==> src/rtl/shift_reg_univ_nbit_if.sv <==
// Control/data bundle for the universal shift register: mode, serial and
// parallel inputs toward the register, contents and frame status back out.
interface shift_reg_univ_nbit_if #(
  parameter int unsigned N = 4
);
  localparam int unsigned CW = $clog2(N) + 1;

  logic          en_in;
  logic [1:0]    mode_in;
  logic          sr_in;
  logic          sl_in;
  logic [N-1:0]  d_in;
  logic [N-1:0]  q_out;
  logic          sr_out;
  logic          sl_out;
  logic [CW-1:0] cnt_out;
  logic          done_out;

  modport slave (
    input  en_in, mode_in, sr_in, sl_in, d_in,
    output q_out, sr_out, sl_out, cnt_out, done_out
  );

  modport master (
    output en_in, mode_in, sr_in, sl_in, d_in,
    input  q_out, sr_out, sl_out, cnt_out, done_out
  );
endinterface

==> src/rtl/shift_reg_univ_nbit.sv <==
// N-bit universal shift register (hold / shift right / shift left / load)
// with a shift counter that pulses done after every N shifts.
module shift_reg_univ_nbit #(
  parameter int unsigned N         = 4,
  parameter logic [N-1:0] RESET_VAL = '0
) (
  input  logic                  clk,
  input  logic                  reset_al_in,
  shift_reg_univ_nbit_if.slave  bus
);
  localparam int unsigned CW = $clog2(N) + 1;

  typedef enum logic [1:0] {
    MODE_HOLD  = 2'b00,
    MODE_RIGHT = 2'b01,
    MODE_LEFT  = 2'b10,
    MODE_LOAD  = 2'b11
  } mode_t;

  logic [N-1:0]  r_q;
  logic [CW-1:0] r_cnt;
  logic          r_done;

  logic [N-1:0]  w_q;
  logic [CW-1:0] w_cnt;
  logic          w_done;
  logic          w_shift;

  // Next-state: data path, then frame counting shared by both shift directions
  always_comb begin
    w_q     = r_q;
    w_cnt   = r_cnt;
    w_done  = 1'b0;
    w_shift = 1'b0;
    if (bus.en_in) begin
      case (mode_t'(bus.mode_in))
        MODE_RIGHT: begin
          w_q     = {bus.sr_in, r_q[N-1:1]};
          w_shift = 1'b1;
        end
        MODE_LEFT: begin
          w_q     = {r_q[N-2:0], bus.sl_in};
          w_shift = 1'b1;
        end
        MODE_LOAD: begin
          w_q   = bus.d_in;
          w_cnt = '0;
        end
        default: ;
      endcase
    end
    if (w_shift) begin
      if (r_cnt == CW'(N - 1)) begin
        w_cnt  = '0;
        w_done = 1'b1;
      end else begin
        w_cnt = r_cnt + CW'(1);
      end
    end
  end

  always_ff @(posedge clk or negedge reset_al_in) begin
    if (!reset_al_in) begin
      r_q    <= RESET_VAL;
      r_cnt  <= '0;
      r_done <= 1'b0;
    end else begin
      r_q    <= w_q;
      r_cnt  <= w_cnt;
      r_done <= w_done;
    end
  end

  assign bus.q_out    = r_q;
  assign bus.sr_out   = r_q[0];
  assign bus.sl_out   = r_q[N-1];
  assign bus.cnt_out  = r_cnt;
  assign bus.done_out = r_done;
endmodule

==> src/flat_wrapper.sv <==
// flat-port wrapper written by rule: the top's interface ports become plain ports
module shift_reg_univ_nbit_flat 
#(
  parameter int unsigned N         = 4,
  parameter logic [N-1:0] RESET_VAL = '0
)
  (clk, reset_al_in, bus_en_in, bus_mode_in, bus_sr_in, bus_sl_in, bus_d_in, bus_q_out, bus_sr_out, bus_sl_out, bus_cnt_out, bus_done_out);
  shift_reg_univ_nbit_if #(.N(N)) bus_i ();
  input  logic clk;
  input  logic reset_al_in;
  input wire logic [$bits(bus_i.en_in)-1:0] bus_en_in;
  input wire logic [$bits(bus_i.mode_in)-1:0] bus_mode_in;
  input wire logic [$bits(bus_i.sr_in)-1:0] bus_sr_in;
  input wire logic [$bits(bus_i.sl_in)-1:0] bus_sl_in;
  input wire logic [$bits(bus_i.d_in)-1:0] bus_d_in;
  output wire logic [$bits(bus_i.q_out)-1:0] bus_q_out;
  output wire logic [$bits(bus_i.sr_out)-1:0] bus_sr_out;
  output wire logic [$bits(bus_i.sl_out)-1:0] bus_sl_out;
  output wire logic [$bits(bus_i.cnt_out)-1:0] bus_cnt_out;
  output wire logic [$bits(bus_i.done_out)-1:0] bus_done_out;
  assign bus_i.en_in = bus_en_in;
  assign bus_i.mode_in = bus_mode_in;
  assign bus_i.sr_in = bus_sr_in;
  assign bus_i.sl_in = bus_sl_in;
  assign bus_i.d_in = bus_d_in;
  assign bus_q_out = bus_i.q_out;
  assign bus_sr_out = bus_i.sr_out;
  assign bus_sl_out = bus_i.sl_out;
  assign bus_cnt_out = bus_i.cnt_out;
  assign bus_done_out = bus_i.done_out;
  shift_reg_univ_nbit #(.N(N), .RESET_VAL(RESET_VAL)) u_core (.clk(clk), .reset_al_in(reset_al_in), .bus(bus_i));
endmodule
==> config.mk <==
export PLATFORM = sky130hd
export DESIGN_NAME = shift_reg_univ_nbit_flat
export DESIGN_NICKNAME = d
export VERILOG_FILES = /design/src/rtl/shift_reg_univ_nbit_if.sv /design/src/rtl/shift_reg_univ_nbit.sv /design/src/flat_wrapper.sv
export SDC_FILE = /design/constraint.sdc
export NUM_CORES = 1
export LEC_CHECK = 0
export CAP_MARGIN = 25
export CORE_AREA = 5 5 42 44
export DETAILED_ROUTE_END_ITERATION = 6
export DIE_AREA = 0 0 47 49
export PLACE_DENSITY = 0.75
export SYNTH_ARGS = -nofsm -noshare
export SYNTH_HDL_FRONTEND = slang
export SYNTH_SLANG_ARGS = --single-unit
export TNS_END_PERCENT = 30
==> constraint.sdc <==
create_clock -name clk -period 1.3 [get_ports clk]
set_input_delay 0.325 -clock clk [delete_from_list [all_inputs] [get_ports clk]]
set_output_delay 0.325 -clock clk [all_outputs]
set_load 0.01 [all_outputs]
* Word-level counts from Yosys, hierarchy flattened
Index checks and enable logic that the tools add are counted.
** Operators by class
- Div/mod/pow operators :: 0
- Reductions and logical operators :: 6
- Muxes and demuxes :: 9
- Magnitude comparators :: 0
- Multiply operators :: 0
- Shifts and indexed selects :: 0
- Bitwise operators :: 0
- $add $sub $neg :: 1
- Eq/ne operators :: 4
** Operator list (count)
- $mux W3 :: 4
- $pmux W4 S3 :: 1
- $eq A2 B2 Y1 const B :: 2
- $mux W1 :: 4
- $reduce_and A2 Y1 :: 2
- $reduce_bool A2 Y1 :: 2
- $add A3 B1 Y3 const B :: 1
- $eq A3 B2 Y1 const B :: 1
- $reduce_bool A3 Y1 :: 1
- $eq A2 B1 Y1 const B :: 1
- $reduce_or A2 Y1 :: 1
** Storage, ports and cells
- ROM bits :: 0
- Output and inout port bits :: 10
- Flip-flop bits (word level) :: 8
- Input bits :: 11
- RAM bits :: 0
- Latch bits :: 0
- Memories :: 0

* Longest topological paths before layout
Gate-level depths: netlist of run 1.
- Depth after elaboration :: 6
- Gate-level depth with buffers :: 5

* Least setup slack after synthesis of run 1
Ideal clock, no wire load.
- Kind :: input to register
- From :: in bus_mode_in[0]
- To :: reg u_core.r_cnt[2], in the netlist u_core.bus.cnt_out[2]
- Buffers on the path :: 0
- Path slack :: 0.091 ns
- Stages on the path :: 4
- Arrival :: 1.137 ns
- Cells stage by stage :: inv_1 > ha_1 > mux2_2 > a21boi_2
** On the way
- Word-level cells in the longest chain between the ends :: 6
- Elaborated cells on any way between the ends :: 10
** Ends and longest elaborated chain
- start: declaration :: RTL line flat_wrapper.sv:12 : input wire logic [$bits(bus_i.mode_in)-1:0] bus_mode_in;
- $eq A2 B1 Y1 / $eq A2 B2 Y1 (equally long branches) :: RTL line shift_reg_univ_nbit.sv:36 : case (mode_t'(bus.mode_in))
- $reduce_or A2 Y1 (no line)
- $mux W1 :: RTL line shift_reg_univ_nbit.sv:36
- $mux W1 :: RTL line shift_reg_univ_nbit.sv:35 : if (bus.en_in) begin
- $reduce_bool A2 Y1 (no line)
- $reduce_and A2 Y1 (no line)
- end signal: assignment :: RTL line shift_reg_univ_nbit.sv:69 : r_cnt <= w_cnt;
- end: declaration :: RTL line shift_reg_univ_nbit.sv:21 : logic [CW-1:0] r_cnt;
Parallel ways exist; a longest one is shown, timed or not.
A chain may end at the register's enable or synchronous reset.

* Worst setup path after layout of run 1
- From :: reg u_core.r_q[0], in the netlist u_core.bus.q_out[0]
- To :: out bus_sr_out
** RTL lines
- start: declaration :: RTL line shift_reg_univ_nbit.sv:20 : logic [N-1:0] r_q;
- start signal: assignment :: RTL line shift_reg_univ_nbit.sv:68 : r_q <= w_q;
- end: declaration :: RTL line flat_wrapper.sv:17 : output wire logic [$bits(bus_i.sr_out)-1:0] bus_sr_out;
No word-level cell between the ends.

==> results of run 1 <==
## power groups by stage
stage / clock network, mW / registers, mW / logic, mW
floorplan: 0 / 0.365 / 0.125
global placement: 0 / 0.335 / 0.358
detailed placement: 0 / 0.337 / 0.367
CTS: 0.194 / 0.332 / 0.328
global route: 0.207 / 0.340 / 0.365
finish: 0.187 / 0.330 / 0.328
## cell type report
| cell class | instances | area, sq um |
|---|---|---|
| fillers | 151 | 689 |
| multi-input cells | 33 | 223 |
| clock buffers | 3 | 22.5 |
| flip-flops and latches | 8 | 200 |
| repair buffers | 26 | 235 |
| inverters | 3 | 11.3 |
| well taps | 16 | 20.0 |
## worst paths after layout
| kind | depth (start not counted) | endpoint | start | slack (ps) |
|---|---|---|---|---|
| setup / recovery | 1 | bus_sr_out | u_core.bus.q_out[0] | 20 |
| hold / removal | 1 | u_core.bus.cnt_out[2] | reset_al_in | 350 |
| setup reg to reg | 4 | u_core.bus.cnt_out[2] | u_core.bus.cnt_out[0] | 120 |
| hold reg to reg | 2 | u_core.bus.q_out[3] | u_core.bus.q_out[3] | 530 |
| max in group asynchronous | 1 | u_core.bus.q_out[3] | reset_al_in | 680 |
| min in group clk | 2 | u_core.bus.q_out[3] | u_core.bus.q_out[3] | 530 |
## flip-flops by register name, indices dropped and copies added, names as in the netlist
name,flops
u_core.bus.done_out,1
u_core.bus.q_out,4
u_core.bus.cnt_out,3
## timing repair
action	CTS	global route
pin swaps	1	0
setup endpoints to repair	17	11
buffers inserted	0	0
resized for setup	12	5
## cell families after synthesis
kind of cell	synth area share [%]
compound gates	23.0
fa+ha+maj	11.4
buf+inv	5.96
flops	45.5
mux	2.56
simple gates	11.6
## layout by cell type, fill, tap and decap left out, drive strengths merged
master and n:
nand2 7, a22o 4, nand2b 2, dfrtp 8, clkbuf 3, dlymetal6s2s 1
dlygate4sd2 10, o21ai 7, nor2 2, mux2 1, clkdlybuf4s50 8, a21boi 1
clkdlybuf4s15 1, ha 4, a21oi 4, nand3 1, buf 6, inv 3
## per-layer routing
layer	track usage, %	part of all wire, %	up-vias
li1	-	-	213
met1	13.9	44	183
met2	14.0	47	15
met3	2.21	8.4	0
met4	4.15	0	0
met5	0	0	-
==> results.sh, run 1 <==
export IMPL_outcome="completed"
export IMPL_drc=0
export IMPL_hold_path_class="input pin to asynchronous set/reset pin"
export IMPL_finalCritPeriodShare_pct=98.1
export IMPL_worst_slew_pin_transition_ps=367
export IMPL_path_clk_slew_ps=60
export IMPL_power_switching_uw=267
export IMPL_grt_max_degree=9
export IMPL_antenna_found_initial=0
export IMPL_utilization_pct=50.8
export IMPL_final_max_slew_viol_count=0
export IMPL_vias_per_cell=4.62
export IMPL_synth_warnings=0
export IMPL_syn_area_per_cell_sq_um=9.57
export IMPL_p_seq_share_pct=39.0
export IMPL_yosys_top_cells_area="dfrtp_1 45%, ha_1 11%, a22o_1 8.0%"
export IMPL_yosysTopAreaCellShare_pct=45.5
export IMPL_finalPower_uw=846
export IMPL_fin_hold_ws_ps=354
export IMPL_intPower_uw=579
export IMPL_synth_commonest_cells="8 x dfrtp_1, 7 x nand2_1, 5 x o21ai_1"
export IMPL_cts_hold_buf=0
export IMPL_sw_frac_of_total_pct=31.5
export IMPL_fin_setup_tns_ps=0
export IMPL_syn_area_sq_um=440
export IMPL_gp_congestion=0.782
export IMPL_drtPass1Iterations=2
export IMPL_cp_arrival_ps=950
export IMPL_layout_nets=90
export IMPL_design_area_sq_um=712
export IMPL_postRouteWirelength_mm=1.03
export IMPL_cts_max_path_buffers=2
export IMPL_vias=411
export IMPL_die_width_um=47
export IMPL_finalCriticalPeriod_ps=1280
export IMPL_vdd_drop_max_uv=662
export IMPL_grtUsageTotal_pct=9.86
export IMPL_endpoint_kind="output pin"
export IMPL_synth_most_common_cell="dfrtp_1"
export IMPL_coreArea_sq_um=1400
export IMPL_syn_inst=46
export IMPL_synth_edff_count=0
export IMPL_dpl_hpwl_um=852
export IMPL_cts_made_buffers=3
export IMPL_dieHeight_um=49
export IMPL_timing_critical_path_buf_inv=1
export IMPL_synthArstFlopShare_pct=100
export IMPL_cpMaxStageDelayCell="dfrtp_1"
export IMPL_drive_above_1_share_pct=19.2
export IMPL_worst_slack_ps=24.7
export IMPL_routedWlPerCell_um=11.6
export IMPL_leakage_nw=0.370
export IMPL_cts_sinks=8
export IMPL_grt_ovfl_total=0
export IMPL_grt_pass1_vias=415
export IMPL_ys_flop_type="dfrtp_1"
export IMPL_ys_seq_area_share_pct=45.5
export IMPL_p_clk_share_pct=22.2
export IMPL_setup_viol=0
export IMPL_diodes=0
export IMPL_dp_cells=86
export IMPL_startpoint_type="register"
export IMPL_clock_skew_ps=3.71
export IMPL_synth_nets=61
export IMPL_grt_pass1_wl_mm=1.66
export IMPL_num_io_pins=21
export IMPL_portBuffers=20
export IMPL_postRouteAntennaNets=0
export IMPL_max_cap_viol_count=0
export IMPL_synthDistinctLibCells=14
export IMPL_die_area_sq_um=2300
export IMPL_path_max_fanout=4
export IMPL_hold_viol=0
export IMPL_max_stage_delay_ps=410
export IMPL_synth_top_area_cell="dfrtp_1"
export IMPL_post_place_ws_ps=-431
export IMPL_cts_tree="done"
export IMPL_cp_required_ps=980
export IMPL_rows=14
export IMPL_crit_chain="dlygate4sd2_1"
export IMPL_insertion_delay_ps=250
export IMPL_start_util_pct=31.4
export IMPL_p_comb_share_pct=38.8
export IMPL_instances_no_fill=89
export IMPL_h_tree_depth=1
export IMPL_drtIter0Drc=7
export IMPL_dpl_cell_area_sq_um=691
export IMPL_worstSetupPathType="register to output pin"
export IMPL_grt_setup_unrepaired="yes"
export IMPL_syn_to_final_growth_pct=61.6
export IMPL_max_freq_ghz=0.784
export IMPL_relSlewSlack_pct=75.4
export IMPL_crit_family="flip-flops"
export IMPL_power_density_nw_per_um2=1190
export IMPL_ys_ff_latch=8
export IMPL_ctsRootBufferMaster="clkbuf_4"
No activity file was read; power rests on OpenSTA's default activity.
==> run 2, diff against run 1 <==
--- a/config.mk
+++ b/config.mk
@@ -9,6 +9,7 @@
 export CORE_AREA = 5 5 42 44
 export DETAILED_ROUTE_END_ITERATION = 6
 export DIE_AREA = 0 0 47 49
+export GPL_ROUTABILITY_DRIVEN = 1
 export PLACE_DENSITY = 0.75
 export SYNTH_ARGS = -nofsm -noshare
 export SYNTH_HDL_FRONTEND = slang
==> results of run 2 <==
Same layout as run 1: the final DEF is identical, and so are final timing and power.
==> run 3, diff against run 2 <==
==> constraint.sdc (replaced) <==
create_clock -name clk -period 1.3 [get_ports clk]
set_input_delay 0.13 -clock clk [delete_from_list [all_inputs] [get_ports clk]]
set_output_delay 0.13 -clock clk [all_outputs]
set_load 0.01 [all_outputs]
==> run 3 against run 2 <==
Combinational power fell by 16%. Largest cell class is now multi-input combinational cells. Critical endpoint is now u_core.bus.cnt_out[2]. Core utilization fell by 1.8 points. Non-clock buffer count fell by 4. Via count rose by 0.24%. Largest power group unchanged.
==> results.sh, run 3 (same netlist as run 1, synthesis figures left out) <==
export IMPL_outcome="completed"
export IMPL_grt_pass1_vias=374
export IMPL_layout_commonest_cell="clkdlybuf4s50_1"
export IMPL_cts_tree="done"
export IMPL_finalCriticalPeriod_ps=1230
export IMPL_layout_common_cells="9 x clkdlybuf4s50_1, 8 x dlygate4sd2_1, 8 x dfrtp_1"
export IMPL_die_width_um=47
export IMPL_power_density_nw_per_um2=1170
export IMPL_grt_setup_unrepaired="yes"
export IMPL_drc=0
export IMPL_p_clk_share_pct=23.4
export IMPL_ctsRootBufferMaster="clkbuf_4"
export IMPL_rows=14
export IMPL_p_seq_share_pct=42.4
export IMPL_leakage_nw=0.379
export IMPL_relSlewSlack_pct=75.3
export IMPL_postRouteWirelength_um=961
export IMPL_postRouteAntennaNets=0
export IMPL_utilization_pct=49.0
export IMPL_cp_required_ps=1490
export IMPL_portBuffers=20
export IMPL_max_freq_ghz=0.813
export IMPL_startpoint_type="input pin"
export IMPL_start_util_pct=31.4
export IMPL_drtIter0Drc=3
export IMPL_dp_cells=82
export IMPL_max_stage_delay_ps=480
export IMPL_crit_chain="clkdlybuf4s50_1, inv_1, ha_1, mux2_2, a21boi_2"
export IMPL_fin_hold_ws_ps=153
export IMPL_clock_skew_ps=7.31
export IMPL_grt_ovfl_total=0
export IMPL_largest_reg_flops=4
export IMPL_num_io_pins=21
export IMPL_max_cap_viol_count=0
export IMPL_diodes=0
export IMPL_final_max_slew_viol_count=0
export IMPL_drive_above_1_share_pct=13.0
export IMPL_worst_slew_pin_transition_ps=369
export IMPL_layout_nets=86
export IMPL_vias_per_cell=4.85
export IMPL_hold_viol=0
export IMPL_instances_no_fill=85
export IMPL_hold_path_class="input pin to asynchronous set/reset pin"
export IMPL_vdd_drop_max_uv=560
export IMPL_cts_max_path_buffers=2
export IMPL_antenna_found_initial=0
export IMPL_h_tree_depth=1
export IMPL_path_clk_slew_ps=60
export IMPL_finalPower_uw=806
export IMPL_dpl_hpwl_um=781
export IMPL_intPower_uw=549
export IMPL_grt_pass1_wl_mm=1.47
export IMPL_drtPass1Iterations=3
export IMPL_gp_congestion=0.756
export IMPL_finalCritPeriodShare_pct=94.7
export IMPL_die_area_sq_um=2300
export IMPL_sw_frac_of_total_pct=32.0
export IMPL_syn_to_final_growth_pct=56.0
export IMPL_cp_arrival_ps=1420
export IMPL_grt_max_degree=9
export IMPL_endpoint_kind="register"
export IMPL_grtUsageTotal_pct=8.81
export IMPL_timing_critical_path_buf_inv=2
export IMPL_cts_made_buffers=3
export IMPL_dieHeight_um=49
export IMPL_vias=412
export IMPL_setup_viol=0
export IMPL_worstSetupPathType="input pin to register"
export IMPL_insertion_delay_ps=260
export IMPL_power_switching_uw=258
export IMPL_path_max_fanout=2
export IMPL_cts_sinks=8
export IMPL_p_comb_share_pct=34.2
export IMPL_crit_family="buffers and inverters"
export IMPL_routedWlPerCell_um=11.3
export IMPL_cpMaxStageDelayCell="clkdlybuf4s50_1"
export IMPL_coreArea_sq_um=1400
export IMPL_fin_setup_tns_ps=0
[run 3: cell types whose count changed in the layout (fill, tap and decap cells not counted)]
cell | previous run | this run
ha_1 | 3 | 4
ha_2 | 1 | 0
dlymetal6s2s_1 | 1 | 3
clkdlybuf4s15_1 | 1 | 0
o21ai_0 | 1 | 2
clkdlybuf4s50_1 | 8 | 9
dlygate4sd2_1 | 10 | 8
o21ai_1 | 5 | 4
buf_4 | 6 | 2
[run 3: per-layer routing]
layer,up-vias,wire [um],track usage (%),part of all wire (%)
met2,17,451,12.0,47
met1,186,400,12.0,42
met5,-,0,0,0
met3,2,97,3.32,10
met4,0,11,4.15,1.1
li1,207,-,-,-
[run 3: worst paths after layout]
kind | end | slack (ps) | depth (start not counted) | from
setup / recovery | u_core.bus.cnt_out[2] | 70 | 5 | bus_mode_in[0]
max in group asynchronous | u_core.bus.q_out[3] | 870 | 1 | reset_al_in
setup reg to reg | u_core.bus.cnt_out[2] | 220 | 3 | u_core.bus.cnt_out[0]
hold reg to reg | u_core.bus.cnt_out[1] | 520 | 2 | u_core.bus.cnt_out[1]
hold / removal | u_core.bus.done_out | 150 | 1 | reset_al_in
min in group clk | u_core.bus.cnt_out[2] | 460 | 5 | bus_mode_in[1]
[run 3: what timing repair did]
action | in CTS | in global routing
hold buffers | 0 | 0
endpoints found under the setup margin | 8 | 7
resized for setup | 8 | 5
buffers inserted | 0 | 0
[run 3: stage by stage]
| stage | instance area [sq um] | setup slack, ps |
|---|---|---|
| CTS | 673 | 9.01 |
| floorplan | 440 | 215 |
| global placement | 661 | -192 |
| finish | 687 | 69.4 |
| global route | 687 | -0.664 |
| detailed placement | 661 | -233 |
[run 3: power by group through the flow]
stage	Sequential (mW)	Clock, mW	Combinational (mW)
final	0.342	0.189	0.276
after global routing	0.350	0.210	0.313
after CTS	0.343	0.194	0.280
after detailed placement	0.348	0	0.319
after global placement	0.346	0	0.312
after floorplan	0.365	0	0.125
[run 3: area by class of cell]
type | count | area, sq um
Fill cell | 155 | 714
Multi-Input combinational cell | 33 | 220
Timing Repair Buffer | 22 | 213
Sequential cell | 8 | 200
Clock buffer | 3 | 22.5
Tap cell | 16 | 20.0
Inverter | 3 | 11.3
[run 3: worst reg2reg max path: cells and delay by family, from the launching register on]
kind	cells	cell delay [ps]
flip-flops	1	410
multiplexers	1	270
adder cells (fa/ha/maj)	1	220
AO/OA/AOI/OAI	1	120
